--- config.mk ---
export PLATFORM = sky130hd
export DESIGN_NAME = rr_arbiter4
export DESIGN_NICKNAME = d
export VERILOG_FILES = /design/src/rtl/rr_arbiter4.sv
export SDC_FILE = /design/constraint.sdc
export NUM_CORES = 1
export LEC_CHECK = 0
export CAP_MARGIN = 25
export CORE_MARGIN = 2
export CORE_UTILIZATION = 29
export CTS_CLUSTER_DIAMETER = 60
export DETAILED_ROUTE_END_ITERATION = 10
export GPL_ROUTABILITY_DRIVEN = 1
export PLACE_DENSITY = 0.57
export SLEW_MARGIN = 25
export SYNTH_ARGS = -nofsm -noshare
export SYNTH_HDL_FRONTEND = slang
export SYNTH_SLANG_ARGS = --single-unit
--- constraint.sdc ---
create_clock -name clk -period 2.67 [get_ports clk]
set_input_delay 0.267 -clock clk [delete_from_list [all_inputs] [get_ports clk]]
set_output_delay 0.267 -clock clk [all_outputs]
set_load 0.05 [all_outputs]
--- src/rtl/rr_arbiter4.sv ---
`default_nettype none
// ============================================================================
// Module      : rr_arbiter4
// Description : Round-robin arbiter sharing one resource among 4 requesters.
//               Grant is a registered one-hot vector plus its 2-bit encoded
//               index. An owner keeps the grant until it asserts done_i or
//               drops its request. Every release is followed by one GAP
//               cycle and one IDLE arbitration cycle.
//
// Ports       : clk            in   1  rising-edge clock
//               rst            in   1  asynchronous reset, active-high
//               req_i          in   4  request per requester (bit i = req i)
//               done_i         in   1  owner releases; ignored unless granted
//               grant_o        out  4  one-hot grant, registered
//               grant_idx_o    out  2  encoded grant index, registered
//               grant_valid_o  out  1  grant is active
//               timeout_o      out  1  1-cycle pulse, grant revoked by limit
//
// Parameters  : MAX_HOLD  maximum grant length in cycles (timeout build only)
//               CNT_W     hold counter width, 2**CNT_W > MAX_HOLD
//
// Config macro: ARB_TIMEOUT_EN - when defined, a grant that is not released
//               is revoked after MAX_HOLD cycles and timeout_o pulses. When
//               undefined, grants are unbounded and timeout_o stays 0.
//
// Revision    : 1.0  initial release
// ============================================================================
module rr_arbiter4 #(
  parameter int MAX_HOLD = 15,
  parameter int CNT_W    = 4
) (
  input  logic       clk,
  input  logic       rst,
  input  logic [3:0] req_i,
  input  logic       done_i,
  output logic [3:0] grant_o,
  output logic [1:0] grant_idx_o,
  output logic       grant_valid_o,
  output logic       timeout_o
);

  // Elaboration-time guard: the hold counter must be able to reach MAX_HOLD-1.
  if (2**CNT_W <= MAX_HOLD) begin : g_cnt_w_check
    $error("rr_arbiter4: CNT_W is too narrow for MAX_HOLD");
  end

  typedef enum logic [1:0] {
    ST_IDLE = 2'd0,
    ST_BUSY = 2'd1,
    ST_GAP  = 2'd2
  } state_e;

  state_e     state_q, state_d;
  logic [3:0] grant_q, grant_d;
  logic [1:0] grant_idx_q, grant_idx_d;
  logic       grant_valid_q, grant_valid_d;
  logic       timeout_q, timeout_d;
  logic [1:0] last_idx_q, last_idx_d;

  logic [1:0] w_winner_idx;
  logic       w_winner_found;
  logic       w_release;
  logic       w_hold_expired;

  // --------------------------------------------------------------------------
  // Hold limit
  // --------------------------------------------------------------------------
`ifdef ARB_TIMEOUT_EN
  localparam logic [CNT_W-1:0] c_HOLD_LAST = CNT_W'(MAX_HOLD - 1);

  logic [CNT_W-1:0] hold_cnt_q, hold_cnt_d;

  // Counter sits at 0 outside BUSY, so it is already clear on BUSY entry.
  // Its value equals the number of completed BUSY cycles before this one.
  always_comb begin
    hold_cnt_d = '0;
    if (state_q == ST_BUSY) begin
      hold_cnt_d = hold_cnt_q + CNT_W'(1);
    end
  end

  always_ff @(posedge clk or posedge rst) begin
    if (rst) begin
      hold_cnt_q <= '0;
    end else begin
      hold_cnt_q <= hold_cnt_d;
    end
  end

  // True in the last permitted BUSY cycle (the MAX_HOLD-th one).
  assign w_hold_expired = (state_q == ST_BUSY) && (hold_cnt_q == c_HOLD_LAST);
`else
  assign w_hold_expired = 1'b0;
`endif

  // --------------------------------------------------------------------------
  // Round-robin winner: first set request scanning last_idx+1 .. last_idx+4.
  // The 2-bit addition wraps, which gives the modulo-4 rotation for free.
  // --------------------------------------------------------------------------
  always_comb begin
    w_winner_idx   = 2'd0;
    w_winner_found = 1'b0;
    for (int k = 1; k <= 4; k++) begin
      if (!w_winner_found && req_i[2'(last_idx_q + 2'(k))]) begin
        w_winner_found = 1'b1;
        w_winner_idx   = 2'(last_idx_q + 2'(k));
      end
    end
  end

  // done together with a request drop is still a single release event.
  assign w_release = done_i || !req_i[grant_idx_q];

  // --------------------------------------------------------------------------
  // Next-state and registered-output logic
  // --------------------------------------------------------------------------
  always_comb begin
    state_d       = state_q;
    grant_d       = grant_q;
    grant_idx_d   = grant_idx_q;
    grant_valid_d = grant_valid_q;
    last_idx_d    = last_idx_q;
    timeout_d     = 1'b0;

    unique case (state_q)
      ST_IDLE: begin
        if (w_winner_found) begin
          state_d       = ST_BUSY;
          grant_d       = 4'b0001 << w_winner_idx;
          grant_idx_d   = w_winner_idx;
          grant_valid_d = 1'b1;
        end
      end

      ST_BUSY: begin
        if (w_release || w_hold_expired) begin
          state_d       = ST_GAP;
          grant_d       = 4'b0000;
          grant_idx_d   = 2'd0;
          grant_valid_d = 1'b0;
          last_idx_d    = grant_idx_q;
          // A genuine release in the final hold cycle wins over the timeout.
          timeout_d     = !w_release;
        end
      end

      ST_GAP: begin
        state_d = ST_IDLE;
      end

      default: begin
        state_d       = ST_IDLE;
        grant_d       = 4'b0000;
        grant_idx_d   = 2'd0;
        grant_valid_d = 1'b0;
      end
    endcase
  end

  always_ff @(posedge clk or posedge rst) begin
    if (rst) begin
      state_q       <= ST_IDLE;
      grant_q       <= 4'b0000;
      grant_idx_q   <= 2'd0;
      grant_valid_q <= 1'b0;
      timeout_q     <= 1'b0;
      // Priority after reset starts at requester 0.
      last_idx_q    <= 2'd3;
    end else begin
      state_q       <= state_d;
      grant_q       <= grant_d;
      grant_idx_q   <= grant_idx_d;
      grant_valid_q <= grant_valid_d;
      timeout_q     <= timeout_d;
      last_idx_q    <= last_idx_d;
    end
  end

  assign grant_o       = grant_q;
  assign grant_idx_o   = grant_idx_q;
  assign grant_valid_o = grant_valid_q;
  assign timeout_o     = timeout_q;

endmodule
`default_nettype wire
# After elaboration in Yosys (flattened, before gate mapping)
# Index checks and enable logic that the tools add are counted.
# totals
ff_bits	12
in_bits	7
output_inout_bits	8
wordCells	65
# op_classes
n_addsub	3
n_lt_le_gt_ge	5
n_eq_ne	4
n_shift	1
n_mux	32
bitwise_logic	1
n_reduce_logical	13
# op_table
op	n
$mux W2	8
$lt A2 B3 Y1 const B	5
$mux W1	13
$pmux W4 S3	1
$bmux W1 S2	5
$mux W4	2
$pmux W2 S3	1
$logic_not A1 Y1	5
$add A2 B2 Y2 const B	2
$ne A2 B2 Y1 const B	2
$pmux W2 S2	1
$reduce_and A2 Y1	2
$shl A1 B2 Y4 const A	1
$logic_and A1 B1 Y1	3
$pmux W1 S3	1
$reduce_and A3 Y1	1
$add A2 B1 Y2 const B	1
$eq A2 B1 Y1 const B	1
$eq A2 B2 Y1 const B	1
$logic_not A2 Y1	1
$logic_or A1 B1 Y1	1
$not A1 Y1	1

# Depth between registers and ports, before layout
# Gate-level depths: netlist of the first run.
# depth
word_depth	16
ltp_mapped	4
ltp_nobuf	4

# Least setup slack after synthesis of the first run
# OpenSTA, ideal clock, no wires.
# synth_timing
path_kind	register -> register
startpoint	register grant_idx_q[1] (netlist: grant_idx_o[1])
endpoint	register last_idx_q[1]
setup_time_ns	0.082
t_arrival_ns	1.688
t_required_ns	2.588
slack_ns	0.900
stages_incl_launch_ff	5
n_path_buf	0
synth_period_minus_slack_ns	1.770
cell_sequence	dfrtp_1 > mux2_4 > a2bb2oi_2 > and2b_4 > mux2_4
# synth_via
elab_chain_cells	5
# synth_rtl
item	line_no	rtl
start: declaration	55	logic [1:0] grant_idx_q, grant_idx_d;
start signal: assignment	172	grant_idx_q <= grant_idx_d;
$bmux W1 S2	112	assign w_release = done_i || !req_i[grant_idx_q];
$mux W1 (implied by the code)	112	
$logic_not A1 Y1	112	
$logic_or A1 B1 Y1	112	
$reduce_and A2 Y1 (no line)	--	
end signal: assignment	175	last_idx_q <= last_idx_d;
end: declaration	58	logic [1:0] last_idx_q, last_idx_d;
# Parallel ways exist; a longest one is shown, timed or not. The select of a mux whose other input is x is not followed.
# A chain may end at the register's enable or synchronous reset.

# Final worst setup path of the first run
# layout_timing
startpoint	register grant_idx_q[1] (netlist: grant_idx_o[1])
endpoint	output grant_idx_o[1]
# layout_rtl
item	line_no	rtl
end: declaration	37	output logic [1:0] grant_idx_o,
# No word-level cell between the ends.

==> summary.txt, run 1 <==
Cells and area
  – Layout cells sized above 1: 0.1667
  – Fillers: 210
  – Total Nets Final: 80
  – P&R area growth vs syn: 30.48%
  – Ant. Diodes: 0

Flow run
  – Maximum Capacitance Violations: 0

Clock tree
  – Clock Tree Buf Depth: 2
  – Worst skew pair latency: 0.27 ns
  – Post-CTS resize count: 0
  – CTS Sinks: 11
  – CTS H-tree depth: 1
  – CTS buffer count: 3
  – CTS tree: yes
  – Reg clk slew, reported paths: 0.07 ns
  – Root buffer cell: clkbuf_4
  – Hold buffers post-CTS: 0
  – Postcts setup bufs: 0

Synthesis
  – Sequential share of the synthesized area: 0.4635
  – Synth Area per Inst: 10.70 µm²
  – Post-synth EDFFs: 0
  – FFs w/ async S/R, synth: 1.000
  – Top cell type's share of synthesized area: 0.3758
  – Top FF cell, synth: dfrtp_1
  – Cell taking the most area after synthesis: dfrtp_1
  – Yosys reg bits: 11
  – Cell variety after synth: 28
  – Area contributors post-synth: dfrtp_1 (38%), dfstp_2 (8.8%), mux2_4 (5.0%), a22o_1 (4.4%), nor2_1 (3.8%)
  – Post-Syn Area: 599.3 µm²
  – Synth Instances: 56
  – Syn_nets: 63
  – Warnings from Yosys: 0

Die
  – Num rows: 16
  – Initial Utilization: 0.3055
  – Die Ht: 49.46 µm
  – Top-Level Pins: 15
  – Die Area: 0.002446 mm²
  – Die X: 49.46 µm
  – Core ar.: 0.001962 mm²

Power
  – Pwr Density: 1246 mW/mm²
  – Static Leak: 0.3321 nW
  – Peak VDD IR: 463.3 µV

Placed design
  – DP HPWL: 1019 µm
  – Final RePlAce weighted congestion: 0.7405
  – PortBufs: 13

Timing
  – Unrepaired setup endpoints after global routing: no
  – Post-route setup TNS: 0 ns
  – Post-route clock skew: 0.002668 ns
  – Fin crit share: 0.6961
  – Final hold violations: 0
  – Relative slew slack: 0.6645
  – Slew Viols, Final: 0
  – Final Setup Violations: 0
  – Hold_ws: 0.2880 ns
  – Least-Margin Pin Slew: 0.5016 ns
  – Fmax: 0.5380 GHz
  – Fin crit period: 1.859 ns

Worst setup path
  – Top delay family on crit path: buffers and inverters
  – WP data required: 2.40 ns
  – Critical Path End Type: output port
  – Critical setup path kind: reg -> out
  – CP Launch Type: register
  – Max incr delay on CP: 0.85 ns
  – Worst Path Max Fanout: 5
  – Highest-delay cell along the critical path: clkdlybuf4s50_1
  – Crit path buf inv count: 1
  – Arrival time worst endpoint: 1.59 ns
  – Cell breakdown of the critical path: clkdlybuf4s50_1

Route
  – DR pass1 iterations: 4
  – Post-DR vias/cell: 4.859
  – Post-route ant nets: 0
  – Vias after detailed routing: 481
  – Initial drt markers: 4
  – Final wirelength: 1318 µm
  – Post-DR wirelength/cell: 13.31 µm
  – Drt drc: 0

Global routing
  – Total congestion overflow: 0
  – Global-route wire length before repair: 2332 µm
  – Number of global-route vias before repair: 477
  – Pin count of the biggest net entering global routing: 12
  – Initial antenna violation count: 0
  – GRT Total Usage: 0.1305

Run status
  – Outcome: complete, no violations

Worst hold path
  – Hold Path Class: in -> async
## final cells by class
class	instances	area [µm²]	share of cell area
well taps	27	33.78	0.04320
repair buffers	13	130.1	0.1664
inverters	3	11.26	0.01440
clock buffers	4	26.28	0.03360
multi-input cells	41	302.8	0.3872
flip-flops and latches	11	277.8	0.3552
## state kept, by name, summed over array words and instances, names as in the netlist
name / cells
grant_valid_o: 1
grant_o: 4
grant_idx_o: 2
last_idx_q: 2
state_q: 2
## cell usage in the layout, fill, tap and decap left out, types with 2 or more instances in the layout
| cell | count |
|---|---|
| mux2i_1 | 2 |
| clkdlybuf4s50_1 | 13 |
| dfstp_2 | 2 |
| clkbuf_4 | 3 |
| nor2b_1 | 2 |
| dfrtp_1 | 9 |
| a21oi_1 | 3 |
| a32o_1 | 2 |
| inv_1 | 3 |
| o2bb2ai_1 | 2 |
| a22o_1 | 3 |
| mux2_4 | 2 |
| nor2_1 | 6 |
| o21ai_0 | 2 |
| nand2b_1 | 2 |
| nand2_1 | 2 |
## per-layer routing
layer  GRT usage  wire (µm)  vias to the layer above
met5           0          0                        -
met4     0.08333         40                        0
met3     0.03636         57                        4
met2      0.1959        619                       11
met1      0.1644        600                      225
li1            -          -                      241
## power breakdown
| part | switching [mW] | internal, mW |
|---|---|---|
| Clock | 0.0569 | 0.0578 |
| Sequential | 0.0808 | 0.251 |
| Combinational | 0.309 | 0.219 |
## cells in the mapped netlist (2+ instances only)
| library cell | number |
|---|---|
| a21oi_1 | 3 |
| nand2_1 | 2 |
| a22o_1 | 3 |
| mux2_4 | 2 |
| dfstp_2 | 2 |
| nor2_1 | 6 |
| nand2b_1 | 2 |
| mux2i_1 | 2 |
| dfrtp_1 | 9 |
| inv_1 | 3 |
| a32o_1 | 2 |
| o2bb2ai_1 | 2 |
| nor2b_1 | 2 |
| o21ai_0 | 2 |
## cell families after synthesis
| group | Yosys count | synth area share |
|---|---|---|
| compound gates | 18 | 0.2526 |
| simple gates | 18 | 0.1628 |
| flops | 11 | 0.4635 |
| mux | 4 | 0.08351 |
| buf+inv | 4 | 0.03132 |
| other cells | 1 | 0.006257 |
## metrics by stage
| step | worst slack [ns] | utilization | power, mW | area, µm² | instances |
|---|---|---|---|---|---|
| floorplan | 0.8996 | - | 0.7029 | 599.3 | 56 |
| global placement | 0.7926 | 0.3852 | 0.8616 | 755.7 | 95 |
| detailed placement | 0.7867 | 0.3852 | 0.8686 | 755.7 | 95 |
| global route | 0.7507 | 0.3986 | 1.044 | 782.0 | 99 |
| CTS | 0.7993 | 0.3986 | 0.9861 | 782.0 | 99 |
| finish | 0.8114 | 0.3986 | 0.9744 | 782.0 | 99 |
## final timing paths
kind | startpoint | endpoint | slack [ns] | cells past startpoint
max | grant_idx_o[1] | grant_idx_o[1] | 0.81 | 1
max reg2reg | last_idx_q[0] | grant_o[3] | 1.08 | 4
max in group asynchronous | rst | last_idx_q[0] | 2.05 | 2
min reg2reg | grant_o[2] | grant_o[2] | 0.51 | 1
min in group clk | grant_o[2] | grant_o[2] | 0.51 | 1
min | rst | state_q[0] | 0.29 | 2
Note: power is estimated with default switching activity, not from simulation.
==> run 2: changes to the inputs <==
==> constraint.sdc (replaced) <==
create_clock -name clk -period 1.9 [get_ports clk]
set_input_delay 0.19 -clock clk [delete_from_list [all_inputs] [get_ports clk]]
set_output_delay 0.19 -clock clk [all_outputs]
set_load 0.05 [all_outputs]
==> run 2 against run 1 <==
  * Critical path depth is the same
  * Core utilization grew 0.77 points
  * Worst setup slack lost 0.68 ns
  * Critical endpoint unchanged
  * Clock skew shrank 0.0018 ns
  * Wire length grew 3.6%
==> summary.txt, run 2 (synthesized netlist as in run 1, its figures left out) <==
Run status
  – Outcome: complete, no violations

Clock tree
  – CTS H-tree depth: 1
  – Postcts setup bufs: 0
  – Root buffer cell: clkbuf_4
  – CTS buffer count: 3
  – Clock Tree Buf Depth: 2
  – CTS tree: yes
  – Hold buffers post-CTS: 0
  – CTS Sinks: 11
  – Post-CTS resize count: 0
  – Reg clk slew, reported paths: 0.07 ns
  – Worst skew pair latency: 0.26 ns

Route
  – DR top layer: met4
  – Initial drt markers: 4
  – Met2 routed WL: 698 µm
  – Drt drc: 0
  – M1 WL: 593 µm
  – Post-route ant nets: 0
  – Post-DR vias/cell: 5.030
  – Vias after detailed routing: 508
  – DR pass1 iterations: 4
  – Post-DR wirelength/cell: 13.51 µm
  – Routed length on met3: 46 µm
  – Final wirelength: 1365 µm

Placed design
  – Pre-CTS WS: 0.09255 ns
  – Final RePlAce weighted congestion: 0.7411
  – DP HPWL: 1065 µm
  – PortBufs: 13
  – Placed inst area: 770.7 µm²

Power
  – Peak VDD IR: 672.1 µV
  – Overall power: 1.381 mW
  – Static Leak: 0.3422 nW
  – Pwr Density: 1733 mW/mm²

Timing
  – Fin crit period: 1.765 ns
  – Fin worst setup slack: 0.1348 ns
  – Fmax: 0.5665 GHz
  – Final hold violations: 0
  – Post-route setup TNS: 0 ns
  – Final Setup Violations: 0
  – Slew Viols, Final: 0
  – Fin crit share: 0.9290
  – Unrepaired setup endpoints after global routing: no
  – Post-route clock skew: 0.0008594 ns

Worst setup path
  – Cell breakdown of the critical path: clkdlybuf4s50_1
  – Highest-delay cell along the critical path: clkdlybuf4s50_1
  – Critical Path End Type: output port
  – Top delay family on crit path: buffers and inverters
  – Worst Path Max Fanout: 5
  – Max incr delay on CP: 0.85 ns
  – Arrival time worst endpoint: 1.58 ns
  – Crit path buf inv count: 1
  – CP Launch Type: register
  – WP data required: 1.71 ns
  – Critical setup path kind: reg -> out

Die
  – Die Area: 0.002446 mm²
  – Core ar.: 0.001962 mm²
  – Initial Utilization: 0.3055
  – Top-Level Pins: 15
  – Die X: 49.46 µm
  – Die Ht: 49.46 µm
  – Num rows: 16

Cells and area
  – Total Nets Final: 82
  – Area taken by flip-flops and latches: 277.8 µm²
  – P&R area growth vs syn: 32.99%
  – Layout cells sized above 1: 0.1892
  – Largest register FFs: 4
  – Final instance area: 797.0 µm²
  – Ant. Diodes: 0
  – Fillers: 216
  – Multi-input logic area: 302.8 µm²
  – Commonest non-fill, non-tap cell in the layout: clkdlybuf4s50_1
  – Commonest cells after routing, fill and taps aside: clkdlybuf4s50_1 (13), dfrtp_1 (9), nor2_1 (6)

Global routing
  – Total congestion overflow: 0
  – Global-route wire length before repair: 2394 µm
  – Pin count of the biggest net entering global routing: 12
  – Initial antenna violation count: 0
  – GRT Total Usage: 0.1306
  – Number of global-route vias before repair: 512

Flow run
  – Maximum Capacitance Violations: 0

Worst hold path
  – Hold Path Class: in -> async
-- run 2: cell count changes in the layout (fill, tap and decap cells not counted) --
cell / before / now
buf_4: 0 / 2
-- run 2: path summary, 6_finish.rpt --
kind | slack [ns] | cells past startpoint | end | start
worst max register to register | 0.28 | 4 | last_idx_q[1] | grant_idx_o[1]
worst min-delay path | 0.21 | 2 | state_q[1] | rst
worst max-delay path | 0.13 | 1 | grant_idx_o[1] | grant_idx_o[1]
min in group clk | 0.50 | 1 | grant_o[1] | grant_o[1]
worst min register to register | 0.50 | 1 | grant_o[1] | grant_o[1]
max in group asynchronous | 1.36 | 2 | last_idx_q[0] | rst
-- run 2: stage by stage --
| step | hold slack, ns | cells | utilization |
|---|---|---|---|
| CTS | 0.2221 | 101 | 0.4063 |
| finish | 0.2113 | 101 | 0.4063 |
| floorplan | 0.04101 | 56 | - |
| global placement | 0.4863 | 97 | 0.3929 |
| global route | 0.2526 | 101 | 0.4063 |
| detailed placement | 0.4867 | 97 | 0.3929 |
-- run 2: cell type report --
cell class | instances | share of cell area
inverters | 3 | 0.01413
well taps | 27 | 0.04239
multi-input cells | 41 | 0.3799
repair buffers | 15 | 0.1821
flip-flops and latches | 11 | 0.3485
clock buffers | 4 | 0.03297
-- run 2: per-layer routing --
layer | vias up | global-route usage
met5 | - | 0
met4 | 0 | 0.09722
met3 | 2 | 0.02424
met2 | 7 | 0.2207
met1 | 253 | 0.1456
li1 | 246 | -
-- run 2: report_power, final --
group          total (mW)  switching (mW)  internal [mW]  leakage, nW
registers           0.461           0.108          0.353        0.137
logic               0.763           0.445          0.318        0.190
clock network       0.158          0.0770         0.0811       0.0150
total                1.38           0.630          0.752        0.342
==> run 3: changes to the inputs <==
--- a/config.mk
+++ b/config.mk
@@ -8,6 +8,7 @@
 export CAP_MARGIN = 25
 export CORE_MARGIN = 2
 export CORE_UTILIZATION = 29
+export CTS_BUF_LIST = sky130_fd_sc_hd__clkbuf_4 sky130_fd_sc_hd__clkbuf_8
 export CTS_CLUSTER_DIAMETER = 60
 export DETAILED_ROUTE_END_ITERATION = 10
 export GPL_ROUTABILITY_DRIVEN = 1
==> run 3 against run 2 <==
  * First-iteration DRC count stayed put
  * Clock skew rose by 0.00096 ns
  * Power grew 1.1%
  * Maximum frequency grew 0.25%
  * Core utilization is 0.19 points higher
  * Count of clock-buffer cells in the layout did not move
  * Global-route usage unchanged
  * Flip-flop and latch count stayed put
  * Die area stayed put
  * Register-to-register slack about the same
  * Sequential share of layout area down 0.16 points
  * Worst setup slack better by 0.0044 ns
  * Highest routed layer unchanged
==> summary.txt, run 3 (synthesized netlist as in run 1, its figures left out) <==
Timing
  – Unrepaired setup endpoints after global routing: no
  – Post-route setup TNS: 0 ns
  – Fin crit share: 0.9267
  – Fin crit period: 1.761 ns
  – Slew Viols, Final: 0
  – Fmax: 0.5679 GHz
  – Final hold violations: 0
  – Final Setup Violations: 0
  – Post-route clock skew: 0.001822 ns

Route
  – Post-DR wirelength/cell: 13.56 µm
  – Drt drc: 0
  – Initial drt markers: 4
  – DR pass1 iterations: 5
  – Vias after detailed routing: 508
  – Post-DR vias/cell: 5.030
  – Final wirelength: 1370 µm
  – Post-route ant nets: 0

Worst setup path
  – Arrival time worst endpoint: 1.57 ns
  – Top delay family on crit path: buffers and inverters
  – Crit. Startpoint: grant_idx_o[1]
  – Critical setup path kind: reg -> out
  – Max incr delay on CP: 0.85 ns
  – WP data required: 1.71 ns
  – Cell breakdown of the critical path: clkdlybuf4s50_1
  – Critical Path End Type: output port
  – RR Startpoint: grant_idx_o[1]
  – Crit path buf inv count: 1
  – Highest-delay cell along the critical path: clkdlybuf4s50_1
  – Worst Path Max Fanout: 5
  – CP Launch Type: register

Cells and area
  – Ant. Diodes: 0
  – Final instance area: 800.8 µm²
  – Commonest cells after routing, fill and taps aside: clkdlybuf4s50_1 (13), dfrtp_1 (9), nor2_1 (6)
  – P&R area growth vs syn: 33.61%
  – Total Nets Final: 82
  – Layout cells sized above 1: 0.2027
  – Largest register FFs: 4
  – Commonest non-fill, non-tap cell in the layout: clkdlybuf4s50_1

Worst hold path
  – Hold Path Class: in -> async

Clock tree
  – Reg clk slew, reported paths: 0.07 ns
  – CTS H-tree depth: 1
  – Root buffer cell: clkbuf_4
  – CTS tree: yes
  – CTS buffer count: 3
  – Clock Tree Buf Depth: 2
  – CTS Sinks: 11
  – Postcts setup bufs: 0
  – Worst skew pair latency: 0.26 ns
  – Post-CTS resize count: 0
  – Hold buffers post-CTS: 0

Die
  – Die X: 49.46 µm
  – Initial Utilization: 0.3055
  – Top-Level Pins: 15
  – Die Area: 0.002446 mm²
  – Core ar.: 0.001962 mm²
  – Num rows: 16
  – Die Ht: 49.46 µm

Global routing
  – Pin count of the biggest net entering global routing: 12
  – Initial antenna violation count: 0
  – Number of global-route vias before repair: 512
  – Total congestion overflow: 0
  – GRT Total Usage: 0.1306
  – Global-route wire length before repair: 2394 µm

Power
  – Pwr Density: 1744 mW/mm²
  – Peak VDD IR: 672.5 µV
  – Static Leak: 0.3456 nW

Run status
  – Outcome: complete, no violations

Flow run
  – Maximum Capacitance Violations: 0

Placed design
  – PortBufs: 13
  – Final RePlAce weighted congestion: 0.7411
  – DP HPWL: 1065 µm
  – Placed inst area: 770.7 µm²
## run 3: worst paths after layout
check / slack [ns] / cells after the start / end
worst max-delay path: 0.14 / 1 / grant_idx_o[1]
worst min-delay path: 0.21 / 2 / state_q[1]
worst max register to register: 0.29 / 4 / last_idx_q[1]
worst min register to register: 0.50 / 1 / grant_o[1]
max in group asynchronous: 1.36 / 2 / last_idx_q[0]
min in group clk: 0.50 / 1 / grant_o[1]
## run 3: layer usage
metal  part of all wire  vias up  global-route usage
li1                   -      245                   -
met1               0.44      252              0.1456
met2               0.50        9              0.2207
met3              0.038        2             0.02424
met4              0.020        0             0.09722
met5                  0        -                   0
## run 3: where the power goes
part / internal [mW] / switching, mW
sequential: 0.353 / 0.108
combinational: 0.318 / 0.446
clock: 0.0953 / 0.0771
## run 3: layout make-up
type,count,area (µm²)
fill,214,1161
multi-input combinational,41,302.8
sequential,11,277.8
timing repair buffer,15,145.1
tap,27,33.78
clock buffer,4,30.03
inverter,3,11.26
## run 3: worst register-to-register path, stage by stage, from the launching register on
cell and delay, ns:
dfrtp_1 0.46, mux2i_1 0.34, a2bb2oi_2 0.26, and2b_4 0.19, mux2_4 0.29
## run 3: stage by stage
step	utilization	hold slack, ns	setup WS [ns]	power, mW	instances
floorplan	-	0.04101	0.1296	0.9878	56
global placement	0.3929	0.4863	0.1141	1.228	97
detailed placement	0.3929	0.4867	0.09255	1.229	97
CTS	0.4082	0.2253	0.1318	1.407	101
global route	0.4082	0.2530	0.1029	1.485	101
finish	0.4082	0.2124	0.1393	1.397	101
